<file path="config.mk">
export PLATFORM = sky130hd
export DESIGN_NAME = comp_sar_ctrl_flat
export DESIGN_NICKNAME = d
export VERILOG_FILES = /design/src/rtl/comp_sar_ctrl_if.sv /design/src/rtl/comp_sar_ctrl.sv /design/src/flat_wrapper.sv
export SDC_FILE = /design/constraint.sdc
export NUM_CORES = 1
export LEC_CHECK = 0
export BUFFER_PORTS_ARGS = -buffer_cell sky130_fd_sc_hd__buf_2
export CORE_MARGIN = 5
export CORE_UTILIZATION = 25
export CTS_CLUSTER_SIZE = 20
export DETAILED_ROUTE_END_ITERATION = 10
export SYNTH_ARGS = -nofsm -noshare
export SYNTH_HDL_FRONTEND = slang
export SYNTH_SLANG_ARGS = --single-unit
</file>
<file path="constraint.sdc">
create_clock -name wb_clk_i -period 1.9 [get_ports wb_clk_i]
set_input_delay 0.095 -clock wb_clk_i [delete_from_list [all_inputs] [get_ports wb_clk_i]]
set_output_delay 0.095 -clock wb_clk_i [all_outputs]
set_load 0.1 [all_outputs]
</file>
<file path="src/rtl/comp_sar_ctrl_if.sv">
// rtl/comp_sar_ctrl_if.sv - Handshake and analog-side signal bundle for the SAR controller
//
// Signals:
//   start_i    conversion request (sampled only while idle)
//   abort_i    abort of an in-progress conversion
//   settle_i   DAC settle cycles minus one, latched at start
//   comp_i     asynchronous comparator output, high when vp > vn
//   dac_code_o trial code to the external resistor DAC
//   busy_o     conversion in progress
//   done_o     one-cycle pulse when result_o is updated
//   result_o   last completed conversion result
//   valid_o    result_o holds a conversion completed since the last start
// Modports: slave = controller side, master = requester / analog side.
interface comp_sar_ctrl_if #(
    parameter int NBITS    = 8,
    parameter int SETTLE_W = 8
);
    logic                start_i;
    logic                abort_i;
    logic [SETTLE_W-1:0] settle_i;
    logic                comp_i;
    logic [NBITS-1:0]    dac_code_o;
    logic                busy_o;
    logic                done_o;
    logic [NBITS-1:0]    result_o;
    logic                valid_o;

    modport slave (
        input  start_i, abort_i, settle_i, comp_i,
        output dac_code_o, busy_o, done_o, result_o, valid_o
    );

    modport master (
        output start_i, abort_i, settle_i, comp_i,
        input  dac_code_o, busy_o, done_o, result_o, valid_o
    );
endinterface

</file>
<file path="src/rtl/comp_sar_ctrl.sv">
// rtl/comp_sar_ctrl.sv - Successive-approximation controller time-sharing the on-chip comparator
//
// Ports:
//   wb_clk_i  single clock for all logic
//   wb_rst_i  synchronous active-high reset, highest priority
//   bus       comp_sar_ctrl_if.slave: start/abort/settle/comp in, dac_code/busy/done/result/valid out
// Optional feature macro: COMP_SAR_MAJORITY_EN
//   defined   -> each decision takes 3 comparator samples, bit kept on 2-of-3 ones
//   undefined -> single-sample decision
module comp_sar_ctrl #(
    parameter int NBITS    = 8,
    parameter int SETTLE_W = 8
) (
    input  logic              wb_clk_i,
    input  logic              wb_rst_i,
    comp_sar_ctrl_if.slave    bus
);
    localparam int IDX_W = (NBITS > 1) ? $clog2(NBITS) : 1;

    typedef enum logic [1:0] {
        IDLE   = 2'd0,
        SETTLE = 2'd1,
        SYNC   = 2'd2,
        DECIDE = 2'd3
    } state_t;

    state_t              state;
    logic [NBITS-1:0]    dac_code;
    logic [NBITS-1:0]    result;
    logic                busy;
    logic                done;
    logic                valid;
    logic [IDX_W-1:0]    idx;
    logic [SETTLE_W-1:0] settle_q;
    logic [SETTLE_W-1:0] cnt;
    logic [1:0]          phase;     // cycle count inside SYNC / DECIDE
    logic                comp_s1;
    logic                comp_s;
`ifdef COMP_SAR_MAJORITY_EN
    logic [1:0]          votes;     // ones seen in earlier DECIDE cycles
`endif

    logic             keep;
    logic             last_phase;
    logic [NBITS-1:0] cur_bit;
    logic [NBITS-1:0] code_next;

    always_comb begin
        keep       = comp_s;
        last_phase = 1'b1;
`ifdef COMP_SAR_MAJORITY_EN
        keep       = ((votes + 2'(comp_s)) >= 2'd2);
        last_phase = (phase == 2'd2);
`endif
        cur_bit    = NBITS'(1) << idx;
        code_next  = keep ? dac_code : (dac_code & ~cur_bit);
    end

    always_ff @(posedge wb_clk_i) begin
        if (wb_rst_i) begin
            state    <= IDLE;
            dac_code <= '0;
            result   <= '0;
            busy     <= 1'b0;
            done     <= 1'b0;
            valid    <= 1'b0;
            idx      <= '0;
            settle_q <= '0;
            cnt      <= '0;
            phase    <= '0;
            comp_s1  <= 1'b0;
            comp_s   <= 1'b0;
`ifdef COMP_SAR_MAJORITY_EN
            votes    <= '0;
`endif
        end else begin
            comp_s1 <= bus.comp_i;
            comp_s  <= comp_s1;
            done    <= 1'b0;
            if (state == IDLE) begin
                // Abort is meaningless here, so start always wins.
                if (bus.start_i) begin
                    dac_code <= NBITS'(1) << (NBITS - 1);
                    idx      <= IDX_W'(NBITS - 1);
                    settle_q <= bus.settle_i;
                    cnt      <= bus.settle_i;
                    busy     <= 1'b1;
                    valid    <= 1'b0;
                    state    <= SETTLE;
                end
            end else if (bus.abort_i) begin
                state    <= IDLE;
                busy     <= 1'b0;
                dac_code <= '0;
            end else begin
                case (state)
                    SETTLE: begin
                        if (cnt == '0) begin
                            state <= SYNC;
                            phase <= 2'd0;
                        end else begin
                            cnt <= cnt - 1'b1;
                        end
                    end
                    SYNC: begin
                        // Two cycles let the new DAC level reach comp_s.
                        if (phase == 2'd1) begin
                            state <= DECIDE;
                            phase <= 2'd0;
`ifdef COMP_SAR_MAJORITY_EN
                            votes <= '0;
`endif
                        end else begin
                            phase <= 2'd1;
                        end
                    end
                    DECIDE: begin
                        if (!last_phase) begin
                            phase <= phase + 2'd1;
`ifdef COMP_SAR_MAJORITY_EN
                            votes <= votes + 2'(comp_s);
`endif
                        end else if (idx != '0) begin
                            dac_code <= code_next | (cur_bit >> 1);
                            idx      <= idx - 1'b1;
                            cnt      <= settle_q;
                            state    <= SETTLE;
                        end else begin
                            dac_code <= code_next;
                            result   <= code_next;
                            valid    <= 1'b1;
                            done     <= 1'b1;
                            busy     <= 1'b0;
                            state    <= IDLE;
                        end
                    end
                    default: state <= IDLE;
                endcase
            end
        end
    end

    assign bus.dac_code_o = dac_code;
    assign bus.result_o   = result;
    assign bus.busy_o     = busy;
    assign bus.done_o     = done;
    assign bus.valid_o    = valid;
endmodule

</file>
<file path="src/flat_wrapper.sv">
// flat-port wrapper written by rule: the top's interface ports become plain ports
module comp_sar_ctrl_flat 
#(
    parameter int NBITS    = 8,
    parameter int SETTLE_W = 8
)
  (wb_clk_i, wb_rst_i, bus_start_i, bus_abort_i, bus_settle_i, bus_comp_i, bus_dac_code_o, bus_busy_o, bus_done_o, bus_result_o, bus_valid_o);
  comp_sar_ctrl_if #(.NBITS(NBITS), .SETTLE_W(SETTLE_W)) bus_i ();
  input  logic wb_clk_i;
  input  logic wb_rst_i;
  input wire logic [$bits(bus_i.start_i)-1:0] bus_start_i;
  input wire logic [$bits(bus_i.abort_i)-1:0] bus_abort_i;
  input wire logic [$bits(bus_i.settle_i)-1:0] bus_settle_i;
  input wire logic [$bits(bus_i.comp_i)-1:0] bus_comp_i;
  output wire logic [$bits(bus_i.dac_code_o)-1:0] bus_dac_code_o;
  output wire logic [$bits(bus_i.busy_o)-1:0] bus_busy_o;
  output wire logic [$bits(bus_i.done_o)-1:0] bus_done_o;
  output wire logic [$bits(bus_i.result_o)-1:0] bus_result_o;
  output wire logic [$bits(bus_i.valid_o)-1:0] bus_valid_o;
  assign bus_i.start_i = bus_start_i;
  assign bus_i.abort_i = bus_abort_i;
  assign bus_i.settle_i = bus_settle_i;
  assign bus_i.comp_i = bus_comp_i;
  assign bus_dac_code_o = bus_i.dac_code_o;
  assign bus_busy_o = bus_i.busy_o;
  assign bus_done_o = bus_i.done_o;
  assign bus_result_o = bus_i.result_o;
  assign bus_valid_o = bus_i.valid_o;
  comp_sar_ctrl #(.NBITS(NBITS), .SETTLE_W(SETTLE_W)) u_core (.wb_clk_i(wb_clk_i), .wb_rst_i(wb_rst_i), .bus(bus_i));
endmodule
</file>
Word-level counts from Yosys, hierarchy flattened
Cells that the tools add are included.
{"block": "op_classes", "shift": 1, "add_sub_neg": 2, "n_eq_ne": 13, "order_cmp": 0, "n_reduce_logical": 18, "mul": 0, "mux": 38, "n_bitwise": 7, "div_mod_pow": 0}
{"cell": "2-to-1 mux 8 bit", "count": 11}
{"cell": "case mux 8 bit (2 select lines)", "count": 1}
{"cell": "AND reduction 4 bit", "count": 4}
{"cell": "2-to-1 mux 3 bit", "count": 5}
{"cell": "2-to-1 mux 1 bit", "count": 13}
{"cell": "2-to-1 mux 2 bit", "count": 6}
{"cell": "nonzero test 3 bit", "count": 3}
{"cell": "AND 8 bit", "count": 1}
{"cell": "zero test 8 bit", "count": 1}
{"cell": "!= test 4 x 2 -> 1 bit, second input constant", "count": 2}
{"cell": "NOT 8 bit", "count": 1}
{"cell": "bitwise OR 8 x 7 -> 8 bit", "count": 1}
{"cell": "<< shifter 1 x 3 -> 8 bit, first input constant", "count": 1}
{"cell": "subtractor 8 x 1 -> 8 bit, second input constant", "count": 1}
{"cell": "!= test 2 x 1 -> 1 bit, second input constant", "count": 3}
{"cell": "!= test 3 x 2 -> 1 bit, second input constant", "count": 2}
{"cell": "case mux 2 bit (3 select lines)", "count": 1}
{"cell": "AND reduction 3 bit", "count": 2}
{"cell": "nonzero test 2 bit", "count": 3}
{"cell": "AND reduction 5 bit", "count": 1}
{"cell": "== test 2 x 1 -> 1 bit, second input constant", "count": 2}
{"cell": "== test 2 bit, second input constant", "count": 2}
{"cell": "NOT 1 bit", "count": 4}
{"cell": "case mux 2 bit (2 select lines)", "count": 1}
{"cell": "other kinds (6)", "count": 7}
{"block": "word_totals", "n_memories": 0, "mem_bits_rw": 0, "register_bits": 44, "latchBits": 0, "romBits": 0, "wordCells": 91, "out_inout_bits": 19}

Logic depth before layout (Yosys ltp)
Gate-level depths: netlist (run 1).
{"block": "logic_depth", "ltp_word": 9, "mapped_depth": 9}

Least setup slack after synthesis (run 1)
No wires, ideal clock.
{"block": "synth_path", "kind": "register -> register", "start": "reg u_core.idx[0]", "end": "reg u_core.cnt[6]", "setup_slack_ns": -0.120, "arrival_ns": 1.887, "period_less_slack_ns": 2.020, "path_stages_with_launch": 10, "cell_sequence": "dfxtp_1 inv_1 ha_1 buf_2 nor2b_1 and3_1 a311o_2 buf_6 o21ai_0 a21oi_1"}
{"block": "synth_via", "elab_chain_len": 3}
{"item": "start: declaration", "line": "comp_sar_ctrl.sv:33", "source": "logic [IDX_W-1:0] idx;"}
{"item": "start signal: assignment", "line": "comp_sar_ctrl.sv:84", "source": "idx <= IDX_W'(NBITS - 1);"}
{"item": "start signal: assignment", "line": "comp_sar_ctrl.sv:125", "source": "idx <= idx - 1'b1;"}
{"item": "nonzero test 3 bit", "line": "comp_sar_ctrl.sv:123", "source": "end else if (idx != '0) begin"}
{"item": "!= test 3 x 1 -> 1 bit (no line)"}
{"item": "AND reduction 5 bit (no line)"}
{"item": "end signal: assignment", "line": "comp_sar_ctrl.sv:86", "source": "cnt <= bus.settle_i;"}
{"item": "end signal: assignment", "line": "comp_sar_ctrl.sv:102", "source": "cnt <= cnt - 1'b1;"}
{"item": "end signal: assignment", "line": "comp_sar_ctrl.sv:126", "source": "cnt <= settle_q;"}
{"item": "end: declaration", "line": "comp_sar_ctrl.sv:35", "source": "logic [SETTLE_W-1:0] cnt;"}
No other way between the ends.
A chain may end at the register's enable or synchronous reset.

Final worst setup path (run 1)
{"block": "layout_path", "start": "reg u_core.state[1]", "end": "reg u_core.cnt[1]"}
{"block": "layout_via", "elab_chain_len": 4}
{"item": "start: declaration", "line": "comp_sar_ctrl.sv:27", "source": "state_t state;"}
{"item": "start signal: assignment", "line": "comp_sar_ctrl.sv:61", "source": "state <= IDLE;"}
{"item": "start signal: assignment", "line": "comp_sar_ctrl.sv:89", "source": "state <= SETTLE;"}
{"item": "start signal: assignment", "line": "comp_sar_ctrl.sv:92", "source": "state <= IDLE;"}
{"item": "== test 2 bit / == test 2 x 1 -> 1 bit (equally long branches)", "line": "comp_sar_ctrl.sv:96", "source": "case (state)"}
{"item": "case mux 8 bit (2 select lines)", "line": "comp_sar_ctrl.sv:96"}
{"item": "2-to-1 mux 8 bit", "line": "comp_sar_ctrl.sv:91", "source": "end else if (bus.abort_i) begin"}
{"item": "2-to-1 mux 8 bit", "line": "comp_sar_ctrl.sv:80", "source": "if (state == IDLE) begin"}
Parallel ways exist; a longest one is shown, timed or not. The select of a mux whose other input is x is not followed.

==> results of run 1 <==
[cells in the mapped netlist (2+ instances only)]
library cell / n
a211oi_1: 7
nor2b_1: 7
nand2_1: 37
a22o_1: 3
ha_1: 11
buf_2: 4
nand3_1: 2
nand4_1: 3
inv_1: 16
a311oi_1: 2
dfxtp_1: 43
a22oi_1: 3
a2bb2oi_1: 2
clkbuf_1: 10
a21oi_1: 28
o21ai_0: 10
mux2i_1: 7
xnor2_1: 2
and3_1: 2
a31oi_1: 3
a21boi_0: 4
a21o_1: 3
nor2_1: 30
a221oi_1: 3
nor3_1: 5
xor2_1: 2
a211o_1: 4
[power by group through the flow]
stage / Sequential, mW / Combinational, mW / Clock [mW]
6_report: 1.10 / 1.49 / 0.767
3_5_place_dp: 1.11 / 1.32 / 0
4_1_cts: 1.09 / 1.39 / 0.785
2_1_floorplan: 1.18 / 0.849 / 0
3_3_place_gp: 1.10 / 1.30 / 0
5_1_grt: 1.11 / 1.62 / 0.822
[metal layers]
metal | part of all wire | vias to the layer above
met5 | 0 | -
met1 | 0.47 | 1012
met4 | 0.017 | 0
met3 | 0.053 | 9
li1 | - | 1064
met2 | 0.46 | 51
[worst max-delay path, cell delays in order, from the launching register on]
cell and delay (ns):
dfxtp_2 0.33, buf_4 0.15, nor2b_1 0.14, a211o_1 0.31, a311o_2 0.45, buf_4 0.18, a211oi_2 0.21
[final timing paths]
check / to / slack (ns)
setup / recovery: u_core.cnt[1] / 0.05
hold / removal: u_core.comp_s1 / 0.006
setup reg to reg: u_core.cnt[1] / 0.05
hold reg to reg: u_core.comp_s / 0.44
[kinds of logic (layout without fill, tap and decap cells)]
family | Yosys count | in the layout | synth area share
AO/OA/AOI/OAI | 82 | 83 | 0.248
XOR/XNOR | 4 | 4 | 0.0158
adder cells (fa/ha/maj) | 11 | 11 | 0.0619
buffers and inverters | 32 | 83 | 0.0614
flip-flops | 43 | 43 | 0.387
multiplexers | 7 | 7 | 0.0315
AND/OR/NAND/NOR | 94 | 94 | 0.194
[per-stage QoR]
step,instance area (um2),cells,hold WS [ns]
5_1_grt,2890,433,0.0406
3_3_place_gp,2660,423,0.312
4_1_cts,2820,433,0.00803
3_5_place_dp,2660,423,0.316
6_report,2890,433,0.00628
2_1_floorplan,2240,273,0.223
[layout make-up]
type                    count  area, um2  area share
repair buffers             59        365       0.126
inverters                  16       60.1      0.0208
clock buffers               6       82.6      0.0286
well taps                 108        135      0.0468
flip-flops and latches     43        868       0.301
multi-input cells         199       1340       0.463
clock inverters             2       38.8      0.0134
[flip-flops by register name, summed over array words and instances, names as in the netlist]
signal,count
u_core.bus.dac_code_o,8
u_core.bus.result_o,8
u_core.cnt,8
u_core.settle_q,8
u_core.idx,3
u_core.state,2
u_core.bus.busy_o,1
u_core.bus.done_o,1
u_core.bus.valid_o,1
u_core.comp_s,1
u_core.comp_s1,1
u_core.phase,1
[timing repair]
item                       in CTS  in global routing
pin swaps                       3                  8
setup endpoints to repair      19                 17
buffers inserted                1                  0
gates resized for setup         6                 20
cloned                          1                  0
==> summary.md, run 1 <==
| Metric | Value |
|---|---|
| Drt wl/cell | 13.6 um |
| Sequential Power Share | 0.327 |
| Min Tclk post-route | 1.85 ns |
| Core Area | 0.00868 mm2 |
| #FFs+latches synth | 43 |
| CP startpoint | u_core.state[1] |
| Met3 usage | 0.0261 |
| Total gr overflow | 0 |
| Routed Antenna Nets | 0 |
| Met1 Use GR | 0.136 |
| # setup viols final | 0 |
| Global Route met2 Usage | 0.167 |
| Sw frac | 0.380 |
| Placement Setup Slack | -0.0929 ns |
| Post-synth EDFFs | 0 |
| Yosys top cell by area | dfxtp_1 |
| RSZ-0062 raised after global routing | false |
| Critical path endpoint category | register |
| Tcrit/Tclk final | 0.972 |
| CTS buffer count | 5 |
| Cell variety after synth | 47 |
| Worst slew margin | 0.668 |
| CTS Hold Buffers Added | 0 |
| Critical path class | reg2reg |
| Clk sinks | 43 |
| Worst slew pin tran | 0.498 ns |
| Vias in the first global route | 2014 |
| Crit path launch type | register |
| Site row count | 34 |
| P_sw | 1.27 mW |
| YS warnings | 0 |
| Largest net degree at the start of global routing | 27 |
| Reg-to-reg startpoint | u_core.state[1] |
| Clock Latency Late Sink | 0.30 ns |
| Avg Cell Area, Syn | 8.14 um2 |
| Max FO, Critical Path | 7 |
| Clock power frac | 0.229 |
| CTS tree | yes |
| Max-cap viol count | 0 |
| Drt pass-1 iters | 4 |
| CTS root buf | clkbuf_8 |
| Die area | 0.0109 mm2 |
| Routed WL | 5.89 mm |
| Final Skew | 0.00887 ns |
| Layer with the highest usage | met2 |
| Hold_sp | bus_comp_i |
| Synth Instances | 273 |
| DRC | 0 |
| Vias | 2136 |
| Post-synth top area share | 0.387 |
| Clock transition at the registers of the reported paths | 0.09 ns |
| Logic pwr share | 0.444 |
| P_leak | 1.22 nW |
| Power Total | 3.35 mW |
| Nets@finish | 348 |
| Ant. Diodes | 0 |
| FILL cells | 907 |
| Synth async-reset ratio | 0 |
| Status | finished, final reports clean |
| Power Dens Cells | 1160 mW/mm2 |
| Final core occ | 0.333 |
| Die height | 104 um |
| Mapped Area | 0.00222 mm2 |
| Worst Path Required | 2.12 ns |
| P&R area growth vs syn | 30.0% |
| CTS H-tree lvls | 2 |
| Hold Path Class | in2reg |
| Share of layout cells above drive strength 1 | 0.311 |
| Die Width | 104 um |
| Setup TNS | 0 ns |
| I/O pin count | 32 |
| Starting density of the core | 0.256 |
| Total track usage | 0.104 |
| First-pass GRT wire length | 9.56 mm |
| PortBufs | 31 |
| Hold depth | 2 |
| Synth Net Count | 297 |
| Via density per instance | 4.93 |
| RePlAce Congestion | 0.818 |
| Antenna violations before repair | 0 |
| Max VDD drop | 0.000380 V |
| F_max | 0.541 GHz |
| Commonest non-fill, non-tap cell in the layout | dfxtp_1 |
| R2R cell count | 6 |
| Iteration-0 DRC Markers | 112 |
| Commonest cells after routing, fill and taps aside | dfxtp_1, nand2_1, buf_2, nor2_1, buf_4 |
| Detailed placer's ending HPWL | 4.01 mm |
| Post-synthesis sequential area ratio | 0.387 |
| Internal power | 2.08 mW |
| Crit path DAT | 2.07 ns |
| Max Root-Sink Buffers | 2 |
| Final hold viol count | 0 |
| Setup ws final | 0.0527 ns |
| Ys flop type | dfxtp_1 |
| Synth top area cells | dfxtp_1, a21oi_1, nand2_1 |
| Fin. max-slew vios | 0 |
Power figures use the tool's default switching activity.
==> inputs of run 2 (changes only) <==
--- a/config.mk
+++ b/config.mk
@@ -6,10 +6,13 @@
 export NUM_CORES = 1
 export LEC_CHECK = 0
 export BUFFER_PORTS_ARGS = -buffer_cell sky130_fd_sc_hd__buf_2
+export CELL_PAD_IN_SITES_DETAIL_PLACEMENT = 0
+export CELL_PAD_IN_SITES_GLOBAL_PLACEMENT = 1
 export CORE_MARGIN = 5
 export CORE_UTILIZATION = 25
 export CTS_CLUSTER_SIZE = 20
 export DETAILED_ROUTE_END_ITERATION = 10
+export PLACE_DENSITY_LB_ADDON = 0.1
 export SYNTH_ARGS = -nofsm -noshare
 export SYNTH_HDL_FRONTEND = slang
 export SYNTH_SLANG_ARGS = --single-unit
==> summary.md, run 2 (synthesis gave the netlist of run 1 again) <==
| Metric | Value |
|---|---|
| Die Width | 104 um (unchanged) |
| Power Dens Cells | 1130 mW/mm2 (-2.7%) |
| Commonest cells after routing, fill and taps aside | dfxtp_1, nand2_1, buf_4, buf_2, nor2_1 |
| Cell Chain, Critical Path | inv_2, ha_4, nor2b_4, a211o_1, a311o_2, buf_6, a211oi_1 |
| Site row count | 34 (unchanged) |
| CTS Hold Buffers Added | 0 (unchanged) |
| CTS buffer count | 5 (unchanged) |
| I/O pin count | 32 (unchanged) |
| Vias in the first global route | 2095 (+4.0%) |
| Clock transition at the registers of the reported paths | 0.10 ns (about the same) |
| Max VDD drop | 0.000386 V (+1.7%) |
| Layout Cells excl Fill | 441 (+1.8%) |
| PortBufs | 31 (unchanged) |
| Clock power frac | 0.187 (-0.042) |
| Antenna violations before repair | 0 (unchanged) |
| Placed Cells | 430 (+1.7%) |
| Fin. max-slew vios | 0 (unchanged) |
| Dpl cell area | 0.00272 mm2 (+2.4%) |
| Die height | 104 um (unchanged) |
| FILL cells | 942 (+3.9%) |
| P&R area growth vs syn | 32.4% |
| F_max | 0.525 GHz (-2.9%) |
| Power Total | 3.32 mW (-0.88%) |
| Setup ws final | -0.00313 ns (-0.0558 ns) |
| Max FO, Critical Path | 7 (unchanged) |
| Final Skew | 0.00758 ns (-0.00130 ns) |
| First-pass GRT wire length | 10.6 mm (+11%) |
| Die area | 0.0109 mm2 (unchanged) |
| Worst slew margin | 0.630 (-0.0376) |
| Routed Antenna Nets | 0 (unchanged) |
| Status | complete, but fails checks |
| Area of the multi-input gates | 0.00133 mm2 (-0.37%) |
| Detailed placer's ending HPWL | 4.62 mm (+15%) |
| P_sw | 1.32 mW (+3.6%) |
| Worst Path Required | 2.11 ns (about the same) |
| Violated checks | negative setup slack |
| Share of layout cells above drive strength 1 | 0.324 (+0.0136) |
| Crit path DAT | 2.11 ns (+0.04 ns) |
| Sequential Power Share | 0.327 (about the same) |
| Worst hold slack | 0.0149 ns (+0.00860 ns) |
| Logic pwr share | 0.486 (+0.042) |
| Ant. Diodes | 0 (unchanged) |
| Vias | 2100 (-1.7%) |
| Worst slew pin tran | 0.555 ns (+0.0564 ns) |
| CTS H-tree lvls | 2 (unchanged) |
| CTS tree | yes |
| DRC | 0 (unchanged) |
| Setup TNS | -0.00313 ns (-0.00313 ns) |
| Min Tclk post-route | 1.90 ns (+0.0558 ns) |
| Placement Setup Slack | -0.0758 ns (+0.0171 ns) |
| Critical path class | reg2reg |
| Clk sinks | 43 (unchanged) |
| Drt pass-1 iters | 4 (unchanged) |
| Total track usage | 0.120 (+0.0155) |
| Sw frac | 0.398 (+0.0172) |
| Final core occ | 0.339 (+0.00620) |
| Via density per instance | 4.76 (-3.5%) |
| RePlAce Congestion | 0.765 (-6.4%) |
| Slowest stage cell, crit path | a311o_2 |
| Hold Path Class | in2reg |
| Drt wl/cell | 14.8 um (+9.1%) |
| Seq. cell area | 868 um2 (unchanged) |
| # setup viols final | 1 (+1) |
| Routed WL | 6.55 mm (+11%) |
| Max Root-Sink Buffers | 2 (unchanged) |
| Commonest non-fill, non-tap cell in the layout | dfxtp_1 |
| Core Area | 0.00868 mm2 (unchanged) |
| Critical path endpoint category | register |
| Largest net degree at the start of global routing | 29 (+7.4%) |
| Internal power | 2.00 mW (-3.6%) |
| Tcrit/Tclk final | 1.00 (+0.0294) |
| Total gr overflow | 0 (unchanged) |
| Clock Latency Late Sink | 0.30 ns (about the same) |
| Worst path max stage delay | 0.47 ns (+0.02 ns) |
| Crit path launch type | register |
| Post-Layout Inst Area | 0.00294 mm2 (+1.9%) |
| Iteration-0 DRC Markers | 51 (-54%) |
| CTS root buf | clkbuf_8 |
| Nets@finish | 356 (+2.3%) |
| Final hold viol count | 0 (unchanged) |
| Max-cap viol count | 0 (unchanged) |
| P_leak | 1.23 nW (+1.2%) |
| Starting density of the core | 0.256 (unchanged) |
| RSZ-0062 raised after global routing | true |
run 2: cell count changes in the layout (fill, tap and decap cells not counted), sizes merged:
cell / before / now
buf: 59 / 67
clkinvlp: 0 / 2
bufinv: 1 / 0
clkbuf: 6 / 5
run 2: cell type report:
cell class	count	area share
Clock buffer	5	0.0234
Clock inverter	3	0.00808
Inverter	16	0.0204
Multi-Input combinational cell	199	0.453
Sequential cell	43	0.295
Tap cell	108	0.0459
Timing Repair Buffer	67	0.154
run 2: power by group through the flow:
stage	Combinational [mW]	Sequential, mW	Clock [mW]
after global routing	1.78	1.10	0.709
after floorplan	0.849	1.18	0
after global placement	1.46	1.10	0
after detailed placement	1.46	1.10	0
final	1.61	1.09	0.621
after CTS	1.49	1.08	0.665
run 2: what timing repair did:
action                                  CTS  global route
buffers inserted                          0             2
gates cloned                              1             0
gates resized for setup                   2            28
hold endpoints to repair                  0             0
pin swaps                                 2            14
endpoints found under the setup margin    8            17
run 2: final timing paths:
check	start	depth (start not counted)	slack (ns)	endpoint
setup / recovery	u_core.state[1]	7	-0.003	u_core.cnt[0]
hold / removal	bus_comp_i	2	0.01	u_core.comp_s1
setup reg to reg	u_core.state[1]	7	-0.003	u_core.cnt[0]
hold reg to reg	u_core.comp_s1	1	0.45	u_core.comp_s
run 2: routing by layer:
layer  vias to the layer above  global-route usage  wire (um)
met5                         -                   0          0
met4                         0              0.0315         72
met3                         6              0.0273        208
met2                        30               0.214       3210
met1                       983               0.143       3050
li1                       1081                   -          -
run 2: worst max-delay path: cells and delay by family (launching register included):
family	cells	cell delay (ns)
flip-flops	1	0.34
adder cells (fa/ha/maj)	1	0.15
AND/OR/NAND/NOR	1	0.12
AO/OA/AOI/OAI	3	1.00
buffers and inverters	2	0.20
